<file path="src/rtl/spi_pkg.sv">
// Shared SPI definitions used by both the SPI master and the SPI target.
package spi_pkg;

  localparam int SPI_BYTE_W       = 8;
  localparam int SPI_SYNC_DEFAULT = 2;

  // Mode number is {cpol, cpha}, identical encoding on both ends of the bus.
  typedef enum logic [1:0] {
    MODE0 = 2'b00,
    MODE1 = 2'b01,
    MODE2 = 2'b10,
    MODE3 = 2'b11
  } spi_mode_e;

  function automatic logic mode_cpol(input spi_mode_e m);
    return m[1];
  endfunction

  function automatic logic mode_cpha(input spi_mode_e m);
    return m[0];
  endfunction

endpackage

</file>
<file path="src/rtl/spi_sync.sv">
// Multi-bit flop synchronizer with a per-bit reset value.
module spi_sync
  import spi_pkg::*;
#(
  parameter int                 WIDTH     = 1,
  parameter int                 STAGES    = SPI_SYNC_DEFAULT,
  parameter logic [WIDTH-1:0]   RESET_VAL = '0
) (
  input  logic             clk,
  input  logic             rst,
  input  logic [WIDTH-1:0] d,
  output logic [WIDTH-1:0] q
);

  logic [WIDTH-1:0] stage [STAGES];

  // Shift the asynchronous pins through STAGES flops; reset forces the idle pin levels.
  always_ff @(posedge clk) begin
    if (rst) begin
      for (int i = 0; i < STAGES; i++) begin
        stage[i] <= RESET_VAL;
      end
    end else begin
      stage[0] <= d;
      for (int i = 1; i < STAGES; i++) begin
        stage[i] <= stage[i-1];
      end
    end
  end

  assign q = stage[STAGES-1];

endmodule

</file>
<file path="src/rtl/spi_slave.sv">
// 8-bit full-duplex SPI target, oversampling SCLK/CS_N/MOSI in the clk domain.
module spi_slave
  import spi_pkg::*;
#(
  parameter int SYNC_STAGES = SPI_SYNC_DEFAULT
) (
  input  logic                  clk,
  input  logic                  rst,
  input  logic                  sclk,
  input  logic                  csn,
  input  logic                  mosi,
  output logic                  miso,
  output logic                  miso_oe,
  input  logic                  cpol,
  input  logic                  cpha,
  input  logic [SPI_BYTE_W-1:0] din,
  input  logic                  din_vld,
  output logic                  din_rdy,
  output logic [SPI_BYTE_W-1:0] dout,
  output logic                  dout_vld,
  output logic                  tx_underrun,
  output logic                  busy
);

  localparam logic [1:0] FLUSH = 2'(SYNC_STAGES);

  logic [2:0]            pins_s;
  logic                  sclk_s, csn_s, mosi_s;
  logic                  sclk_d, csn_d;
  logic [1:0]            flush_cnt;
  logic                  armed;
  spi_mode_e             mode;
  logic                  sclk_edge, leading, trailing;
  logic                  sample_edge, shift_edge;
  logic                  cs_fall, cs_rise, cs_act;
  logic                  do_load, do_write;
  logic [SPI_BYTE_W-1:0] tx_sr, rx_sr, hold;
  logic                  hold_full;
  logic [2:0]            cnt;
  logic                  first;

  spi_sync #(
    .WIDTH     (3),
    .STAGES    (SYNC_STAGES),
    .RESET_VAL (3'b010)
  ) u_sync (
    .clk (clk),
    .rst (rst),
    .d   ({sclk, csn, mosi}),
    .q   (pins_s)
  );

  assign {sclk_s, csn_s, mosi_s} = pins_s;

  assign mode        = spi_mode_e'({cpol, cpha});
  assign sclk_edge   = sclk_s != sclk_d;
  assign leading     = sclk_edge && (sclk_s != mode_cpol(mode));
  assign trailing    = sclk_edge && (sclk_s == mode_cpol(mode));
  assign sample_edge = mode_cpha(mode) ? trailing : leading;
  assign shift_edge  = mode_cpha(mode) ? leading  : trailing;

  assign cs_fall  = armed && csn_d && !csn_s;
  assign cs_rise  = !csn_d && csn_s;
  assign cs_act   = armed && !csn_s;

  assign do_load  = cs_fall || (cs_act && shift_edge && (cnt == 3'd0) && !first);
  assign do_write = din_vld && !hold_full;

  assign din_rdy  = ~hold_full;
  assign miso_oe  = ~csn_s;
  assign busy     = ~csn_s;

  // Delayed pin copies for edge detection, plus arming once the synchronizer
  // has flushed and CS is seen idle, so a CS held low across reset is ignored.
  always_ff @(posedge clk) begin
    if (rst) begin
      sclk_d    <= 1'b0;
      csn_d     <= 1'b1;
      flush_cnt <= 2'd0;
      armed     <= 1'b0;
    end else begin
      sclk_d <= sclk_s;
      csn_d  <= csn_s;
      if (flush_cnt != FLUSH) begin
        flush_cnt <= flush_cnt + 2'd1;
      end else if (csn_s) begin
        armed <= 1'b1;
      end
    end
  end

  // One-entry transmit holding register; a load drains it, an empty load underruns.
  always_ff @(posedge clk) begin
    if (rst) begin
      hold        <= '0;
      hold_full   <= 1'b0;
      tx_underrun <= 1'b0;
    end else begin
      tx_underrun <= do_load && !hold_full;
      if (do_write) begin
        hold      <= din;
        hold_full <= 1'b1;
      end else if (do_load) begin
        hold_full <= 1'b0;
      end
    end
  end

  // Transmit shifter: loads at CS fall and at byte boundaries, shifts on shift edges.
  always_ff @(posedge clk) begin
    if (rst) begin
      tx_sr <= '0;
      miso  <= 1'b0;
    end else begin
      miso <= tx_sr[SPI_BYTE_W-1];
      if (do_load) begin
        tx_sr <= hold_full ? hold : '0;
      end else if (cs_act && !cs_fall && shift_edge && (cnt != 3'd0)) begin
        tx_sr <= tx_sr << 1;
      end
    end
  end

  // Receive shifter and bit counter; CS rise aborts any partial byte.
  always_ff @(posedge clk) begin
    if (rst) begin
      rx_sr    <= '0;
      cnt      <= 3'd0;
      first    <= 1'b0;
      dout     <= '0;
      dout_vld <= 1'b0;
    end else begin
      dout_vld <= 1'b0;
      if (cs_fall) begin
        cnt   <= 3'd0;
        first <= 1'b1;
        rx_sr <= '0;
      end else if (cs_rise) begin
        cnt   <= 3'd0;
        rx_sr <= '0;
      end else if (cs_act && sample_edge) begin
        rx_sr <= {rx_sr[SPI_BYTE_W-2:0], mosi_s};
        cnt   <= cnt + 3'd1;
        if (cnt == 3'd7) begin
          dout     <= {rx_sr[SPI_BYTE_W-2:0], mosi_s};
          dout_vld <= 1'b1;
          first    <= 1'b0;
        end
      end
    end
  end

endmodule

</file>
<file path="config.mk">
export PLATFORM = sky130hd
export DESIGN_NAME = spi_slave
export DESIGN_NICKNAME = d
export VERILOG_FILES = /design/src/rtl/spi_pkg.sv /design/src/rtl/spi_sync.sv /design/src/rtl/spi_slave.sv
export SDC_FILE = /design/constraint.sdc
export NUM_CORES = 1
export LEC_CHECK = 0
export ABC_AREA = 1
export CORE_MARGIN = 3
export CORE_UTILIZATION = 51
export CTS_CLUSTER_DIAMETER = 30
export CTS_CLUSTER_SIZE = 28
export DETAILED_ROUTE_END_ITERATION = 8
export GPL_TIMING_DRIVEN = 0
export HOLD_SLACK_MARGIN = 0.03
export PLACE_DENSITY = 0.76
export SLEW_MARGIN = 40
export SYNTH_ARGS = -nofsm -noshare
export SYNTH_HDL_FRONTEND = slang
export SYNTH_SLANG_ARGS = --single-unit
</file>
<file path="constraint.sdc">
create_clock -name clk -period 3.1 [get_ports clk]
set_clock_uncertainty 0.15 [all_clocks]
set_input_delay 0.465 -clock clk [delete_from_list [all_inputs] [get_ports clk]]
set_output_delay 0.465 -clock clk [all_outputs]
set_load 0.02 [all_outputs]
</file>
# Word-level counts from Yosys, hierarchy flattened

Memories as Yosys holds them, arrays and structs flattened.
Index checks and enable logic that the tools add are counted.

Bits of input ports: 16
Memory bits (writable): 6
Word-level logic and storage cells: 80
Output and inout bits: 14
Memories kept: 1
Bits in registers: 44

Memories:

| name         | depth | width | rd ports | clocked after memory_dff | write ports | line           | RTL |
|---|---|---|---|---|---|---|---|
| u_sync.stage | 2     | 3     | 2        | 0                        | 2           | spi_sync.sv:15 | `logic [WIDTH-1:0] stage [STAGES];` |

Bitwise logic cells: 8
Muxes and demuxes: 17
Add/sub/neg operators: 2
Equal/unequal tests: 6
Reduce and logical (&&, ||, !) cells: 32

Operators with widths:

| kind                  | number |
|---|---|
| $mux W8               | 3 |
| $logic_and A1 B1 Y1   | 15 |
| $mux W1               | 12 |
| $reduce_bool A2 Y1    | 4 |
| $mux W3               | 2 |
| $not A1 Y1            | 6 |
| $logic_not A1 Y1      | 5 |
| $ne A2 B2 Y1 const B  | 2 |
| $reduce_and A4 Y1     | 1 |
| $reduce_or A4 Y1      | 1 |
| $add A3 B1 Y3 const B | 1 |
| $eq A3 B3 Y1 const B  | 1 |
| $logic_not A3 Y1      | 1 |
| $reduce_and A3 Y1     | 1 |
| $reduce_bool A3 Y1    | 1 |
| $reduce_or A3 Y1      | 1 |
| $add A2 B1 Y2 const B | 1 |
| $ne A1 B1 Y1          | 2 |
| $or A1 B1 Y1          | 2 |
| $reduce_and A2 Y1     | 1 |
| $eq A1 B1 Y1          | 1 |
| $logic_or A1 B1 Y1    | 1 |

# Logic depth before layout (Yosys ltp)

Gate-level depths: netlist of the first run.

Depth after elaboration: 9
Gate-level depth with buffers: 11

# Cells and area by module

A second synthesis of the first run with hierarchy kept.

Cells, all modules: 280
Area total of the unflattened synthesis: 2,077.0 um^2

Modules (own cells, without submodules):

| module    | area each (um^2) | cells an instance | instances | seq. area each (um^2) |
|---|---|---|---|---|
| spi_slave | 1,885.6          | 258               | 1         | 880.8 |
| spi_sync  | 191.4            | 22                | 1         | 120.1 |

# Least setup slack after synthesis of the first run

OpenSTA, ideal clock, no wires.

Path type: register to register
From: register cnt[0]
To: register tx_sr[1]
Setup time: 0.128 ns
Buffers on the path: 0
Cell stages (with the launch flop): 10
Arrival time: 1.303 ns
Slack: 1.520 ns
Clock period less this slack: 1.580 ns
Cell sequence: dfxtp_1 inv_1 ha_1 nand2_1 nor2_1 nand4_4 nand3_2 nor2_1 nor2_1 nor2_1

Word-level cells in the longest chain between the ends: 5

Ends and longest elaborated chain:

| element                                              | line             | RTL |
|---|---|---|
| from (decl)                                          | spi_slave.sv:39  | `logic [2:0] cnt;` |
| from (signal assigned)                               | spi_slave.sv:143 | `cnt <= cnt + 3'd1;` |
| $logic_not A3 Y1                                     | spi_slave.sv:66  | `assign do_load = cs_fall \|\| (cs_act && shift_edge && (cnt == 3'd0) && !first);` |
| $logic_and A1 B1 Y1 (2 in a row)                     | spi_slave.sv:66  |  |
| $logic_or A1 B1 Y1                                   | spi_slave.sv:66  |  |
| $mux W8 / $reduce_bool A2 Y1 (equally long branches) | -                |  |
| to (signal assigned)                                 | spi_slave.sv:117 | `tx_sr <= hold_full ? hold : '0;` |
| to (signal assigned)                                 | spi_slave.sv:119 | `tx_sr <= tx_sr << 1;` |
| to (decl)                                            | spi_slave.sv:37  | `logic [SPI_BYTE_W-1:0] tx_sr, rx_sr, hold;` |

Parallel ways exist; a longest one is shown, timed or not.
A chain may end at the register's enable or synchronous reset.

==> run summary, run 1 <==
### Route
- 3900 µm — DRT Wirelength
- 10.9 µm — drt wl/cell
- 1709 — total vias in the final route
- 127 — initial DRC count
- 4.77 — average via count per standard cell
- 0 — DRT antenna net count
- 4 — number of iterations in the first detailed-routing pass
- 0 — remaining design rule violation count

### Die
- 22 — number of core rows
- 55.1% — starting density of the core
- 30 — Ports
- 3800 µm² — area of the core
- 70.0 µm — die extent in y
- 70.0 µm — die width
- 4910 µm² — overall die area

### Timing
- 0 — final number of setup-violating endpoints
- false — unrepaired setup endpoints after global routing
- 55.5% — Relative slew margins
- 0 — Hold Vio Cnt, Final
- 0.941 ns — worst path setup slack after routing
- 463 MHz — highest attainable clock frequency
- 69.6% — post-route clock period utilization
- 0.668 ns — Worst-Margin Slew
- 0 — max-slew violation count
- 0 ns — setup_tns
- 2.16 ns — time the worst path needs with I/O delays and setup

### GRT
- 15 — largest net degree at the start of global routing
- 16.7% — total global routing track utilization
- 23.7% — met1 Usage GRT
- 6620 µm — wire length of the first global-routing pass
- 0 — Remaining Overflow, GRT
- 23.9% — GR Layer Usage met2
- 0 — number of antenna violations at the first check in global routing
- 4.46% — met3 track demand over resource
- met2 — busiest layer in global routing
- 1536 — via count of the first global-routing pass

### Synth
- 65 x nand2_1, 50 x dfxtp_1, 44 x nor2_1 — top cells by count, synth
- dfxtp_1 — Most used DFF post-synth
- dfxtp_1 48%, nand2_1 12%, nor2_1 7.9% — top post-synthesis cells by area
- 47.8% — area share of the largest cell type after synthesis
- nand2_1 — leading cell type by number of instances after synthesis
- dfxtp_1 — area leader, netlist
- 47.8% — sequential share of the synthesized area
- 0 — EDFF count, synth
- 274 — Gate Count Post-Synth
- 7.64 µm² — Post-Synthesis Mean Instance Area
- 28 — Yosys cell types
- 0 — yosys synthesis warning count
- 2090 µm² — post-synth design cell area
- 294 — Synthesized Nets
- 50 — number of flip-flops and latches in the synthesized netlist
- 0% — proportion of register bits with asynchronous set or reset after synthesis

### Power
- 1.24 nW — Lkg Pwr
- 0.000985 W — internal power
- 35.8% — clock network power share
- 53.6% — sequential cell fraction of total power
- 0.000295 W — net switching power
- 502 µV — maximum resistive drop on vdd
- 10.6% — proportion of power drawn by combinational gates
- 501 nW/µm² — pwr/cell area
- 23.1% — Switching Share

### Setup path
- tx_sr[2] — endpoint of the worst-slack reg-to-reg timing path
- register — kind of launch point of the worst setup path
- u_sync.stage[0][4] — source of the critical timing path
- 1.54 ns — data arrival time of the worst path
- cnt[0] — Worst R2R Start
- 1.29 ns — Reg2Reg Setup Slack
- miso_oe — Critical Path Sink
- register to primary output — Crit Path Class
- 4 — top fanout value on the critical path
- 9 — R2R depth
- primary output — Crit. End Element
- 2.48 ns — Required @ worst endpoint

### Place
- 2790 µm — detailed placement HPWL
- 0.779 — placer congestion estimate
- 0.632 ns — worst slack after detailed placement
- 29 — IO buf count

### Cells and area
- 331 — fill cell count
- 10.0% — fraction of layout instances using a drive strength above 1
- 0 — Ant. Diodes
- 67.3% — utilization after layout
- 330 — count of nets after finishing
- 22.1% — Layout area overhead

### Clocking
- 0.29 ns — Clock Latency Late Sink
- 50 — number of sinks handled by clock tree synthesis
- 2 — number of H-tree levels
- yes — TritonCTS clock tree
- 5 — number of buffers created by CTS
- 0 — Post-CTS Hold Fix Bufs
- 2 — Max Buffers Root-to-Sink
- 0 — count of buffers added by post-CTS timing repair for setup
- 0.09 ns — CTS clock-pin slew for the worst setup and hold paths
- 0 — # resized after CTS
- clkbuf_8 — clk root buf

### Run
- 0 — count of max-cap constraint violations

### Status
- completed — run status

### Worst hold path
- 2 — hold-critical path depth
- register to register — path class of the lowest-slack min-delay path

-- cell families (layout without fill, tap and decap cells) --
group	after synthesis	count (layout)	share of synthesized area (%)
compound gates	31	31	7.54
fa+ha+maj	4	4	2.39
buf+inv	41	77	7.72
flops	50	50	47.8
simple gates	148	148	34.5
-- power by group through the flow --
stage               clock [W]  combinational [W]  sequential, W
floorplan                   0          0.0000937       0.000698
global placement            0           0.000133       0.000700
detailed placement          0           0.000137       0.000702
CTS                  0.000467           0.000138       0.000686
global route         0.000489           0.000155       0.000689
finish               0.000458           0.000136       0.000686
-- worst min path at each step --
stage	startpoint	endpoint	slack [ns]
after global placement	u_sync.stage[0][2]	u_sync.stage[0][5]	0.24
after global routing	u_sync.stage[0][1]	u_sync.stage[0][4]	0.28
after floorplan	u_sync.stage[0][0]	u_sync.stage[0][3]	0.24
final	u_sync.stage[0][0]	u_sync.stage[0][3]	0.26
after detailed placement	u_sync.stage[0][1]	u_sync.stage[0][4]	0.25
after CTS	u_sync.stage[0][0]	u_sync.stage[0][3]	0.26
-- cell type report --
class                   count  area, µm²  share of cell area (%)
repair buffers             29        290                    11.4
well taps                  48       60.1                    2.35
inverters                  34        129                    5.04
plain buffers               7       32.5                    1.27
clock buffers               6       82.6                    3.23
clock inverters             1       30.0                    1.18
multi-input cells         183        930                    36.4
flip-flops and latches     50       1000                    39.2
-- registers in the layout, indices dropped and copies added (netlist names), 2 cells and up --
register and flops:
flush_cnt 2, hold 8, rx_sr 7, u_sync.stage 6
dout 8, cnt 3, tx_sr 8
-- per-layer routing --
| metal | part of all wire (%) | wire, µm | vias to the layer above |
|---|---|---|---|
| met5 | 0 | 0 | - |
| met4 | 1.5 | 60 | 0 |
| met3 | 3.9 | 150 | 5 |
| met2 | 42 | 1660 | 28 |
| met1 | 52 | 2030 | 751 |
| li1 | - | - | 925 |
-- worst max-delay path: stages, from the launching register on --
cell and delay [ns]:
dfxtp_1 0.45, inv_1 0.13, buf_4 0.15, clkdlybuf4s50_1 0.52
-- layout by cell type (no fill, tap or decap) --
cell / synthesis / final
nand3_4: 1 / 1
a21oi_1: 15 / 15
clkdlybuf4s50_1: 0 / 29
inv_1: 31 / 31
dfxtp_1: 50 / 50
nand3b_4: 1 / 1
nand3_2: 1 / 1
nor2_2: 1 / 1
nor2_1: 44 / 44
nand2_1: 65 / 65
buf_4: 1 / 1
or2_2: 2 / 2
clkbuf_8: 0 / 6
buf_2: 2 / 2
nand4_4: 1 / 1
a211oi_1: 1 / 1
nand4_2: 1 / 1
nand2_4: 2 / 2
nand4_1: 2 / 2
nor2_4: 1 / 1
nand2_2: 5 / 5
bufinv_16: 0 / 1
o21ai_1: 1 / 1
clkbuf_1: 3 / 3
clkinv_2: 1 / 1
nor2_8: 2 / 2
o21ai_0: 14 / 14
nand3_1: 19 / 19
buf_1: 1 / 1
ha_1: 4 / 4
inv_2: 2 / 2
-- stage by stage --
stage               cell area (µm²)  instances  hold slack (ns)  power (W)
global route                   2550        358            0.282    0.00133
detailed placement             2440        351            0.254   0.000839
finish                         2550        358            0.261    0.00128
floorplan                      2090        274            0.238   0.000792
CTS                            2550        358            0.263    0.00129
global placement               2440        351            0.241   0.000834
(Power assumes the default switching activity.)
==> run 2, diff against run 1 <==
- CORE_UTILIZATION: 51 -> 48
- clock period: 3.1 -> 1.8 ns (I/O delays scaled with it)
==> run summary, run 2 (synthesis gave the netlist of run 1 again) <==
### Cells and area
- 368 — Cell Count, Final, Fillers Out
- dout x8, hold x8, tx_sr x8 — leading registers by flop count
- nand2_1 — most common library cell in the layout ignoring fill and taps
- 24.5% — Layout area overhead
- 13.5% — fraction of layout instances using a drive strength above 1
- 337 — count of nets after finishing
- 64 x nand2_1, 49 x dfxtp_1, 43 x nor2_1 — most used cells in the layout excluding fill and tap cells
- 0 — Ant. Diodes

### Clocking
- 50 — number of sinks handled by clock tree synthesis
- 5 — number of buffers created by CTS
- 0.10 ns — CTS clock-pin slew for the worst setup and hold paths
- 2 — number of H-tree levels
- 2 — Max Buffers Root-to-Sink
- clkbuf_8 — clk root buf
- yes — TritonCTS clock tree
- 0.32 ns — Clock Latency Late Sink

### Setup path
- 1.80 ns — data arrival time of the worst path
- 1.86 ns — Required @ worst endpoint
- register — Crit. End Element
- dout_vld — endpoint of the worst-slack reg-to-reg timing path
- register — kind of launch point of the worst setup path
- armed — source of the critical timing path
- register to register — Crit Path Class
- 0.07 ns — Reg2Reg Setup Slack
- armed — Worst R2R Start
- 8 — top fanout value on the critical path
- 8 — R2R depth
- dout_vld — Critical Path Sink

### Route
- 0 — DRT antenna net count
- 4 — number of iterations in the first detailed-routing pass
- 1970 µm — DRT met1 WL
- 11.1 µm — drt wl/cell
- 0 — remaining design rule violation count
- 4.69 — average via count per standard cell
- 105 µm — routed wire length on met3
- met4 — highest metal layer with signal wires
- 105 — initial DRC count
- 4080 µm — DRT Wirelength
- 1727 — total vias in the final route
- 1900 µm — amount of wire on met2 after detailed routing

### GRT
- 18 — largest net degree at the start of global routing
- 0 — number of antenna violations at the first check in global routing
- 16.5% — total global routing track utilization
- 0 — Remaining Overflow, GRT
- 1520 — via count of the first global-routing pass
- 6600 µm — wire length of the first global-routing pass

### Timing
- 0 — Hold Vio Cnt, Final
- 65.0% — Relative slew margins
- 0 ns — setup_tns
- 96.3% — post-route clock period utilization
- 0 — max-slew violation count
- 577 MHz — highest attainable clock frequency
- 0 — final number of setup-violating endpoints
- 1.73 ns — time the worst path needs with I/O delays and setup
- 0.526 ns — Worst-Margin Slew
- 0.0663 ns — worst path setup slack after routing

### Die
- 4120 µm² — area of the core
- 72.0 µm — die width
- 5190 µm² — overall die area
- 30 — Ports
- 72.0 µm — die extent in y
- 23 — number of core rows
- 50.8% — starting density of the core

### Place
- 2790 µm — detailed placement HPWL
- 353 — total instance count after detailed placement
- 0.827 — placer congestion estimate
- -0.458 ns — worst slack after detailed placement
- 29 — IO buf count

### Power
- 808 nW/µm² — pwr/cell area
- 494 µV — maximum resistive drop on vdd
- 1.27 nW — Lkg Pwr
- 0.00210 W — Tot Pwr

### Status
- completed — run status

### Run
- 0 — count of max-cap constraint violations

### Worst hold path
- register to register — path class of the lowest-slack min-delay path

==> run 2: cell count changes in the layout (fill, tap and decap cells not counted), sizes merged <==
cell	before	now
clkinvlp	0	1
buf	4	11
bufinv	1	0
dlygate4sd2	0	3
clkbuf	9	8
inv	33	35
clkdlybuf4s50	29	26
==> run 2: repair_timing <==
action	CTS	global route
hold buffers	0	0
gates resized for setup	6	5
pin swaps	0	2
gates cloned	0	0
buffers inserted	0	7
setup endpoints to repair	13	16
==> run 2: cell type report <==
cell class | instances | area (µm²)
plain buffers | 7 | 33.8
clock buffers | 5 | 68.8
clock inverters | 3 | 25.0
fillers | 360 | 1510
inverters | 34 | 133
multi-input cells | 183 | 942
flip-flops and latches | 50 | 1000
well taps | 50 | 62.6
repair buffers | 36 | 337
==> run 2: report_power, final <==
group	internal, W	switching, W	leakage, nW
Sequential	0.00116	0.0000267	0.407
Combinational	0.0000941	0.000142	0.817
Clock	0.000281	0.000403	0.0447
==> run 2: worst min path at each step <==
stage,from,to,slack [ns],cells after the start
after floorplan,csn,u_sync.stage[0][1],0.22,1
after global placement,u_sync.stage[0][0],u_sync.stage[0][3],0.24,2
after detailed placement,u_sync.stage[0][0],u_sync.stage[0][3],0.25,2
after CTS,u_sync.stage[0][0],u_sync.stage[0][3],0.26,2
after global routing,u_sync.stage[0][2],u_sync.stage[0][5],0.30,2
final,u_sync.stage[0][0],u_sync.stage[0][3],0.26,2
==> run 2: routing by layer <==
| metal | GRT usage [%] | up-vias |
|---|---|---|
| met4 | 8.77 | 0 |
| met1 | 20.6 | 755 |
| met5 | 0 | - |
| li1 | - | 946 |
| met3 | 3.88 | 8 |
| met2 | 26.5 | 18 |
==> run 2: stage by stage <==
| stage | utilization, % | cell area, µm² | hold WS, ns |
|---|---|---|---|
| 2_1_floorplan | - | 2090 | 0.224 |
| 3_3_place_gp | 59.4 | 2440 | 0.240 |
| 3_5_place_dp | 59.4 | 2440 | 0.246 |
| 4_1_cts | 61.7 | 2540 | 0.260 |
| 5_1_grt | 63.3 | 2600 | 0.300 |
| 6_report | 63.3 | 2600 | 0.259 |
==> run 2: critical path: stages, from the launching register on <==
cell and delay [ns]:
dfxtp_1 0.32, inv_1 0.10, nor2_8 0.19, nand2_4 0.13, o21ai_1 0.16, nand3b_4 0.24
nor2_8 0.06, buf_2 0.15, buf_4 0.13
==> run 3, diff against run 2 <==
- CTS_CLUSTER_SIZE: 28 -> 12
==> results of run 3 <==
No change in the layout: final DEF, timing and power equal those of run 2.
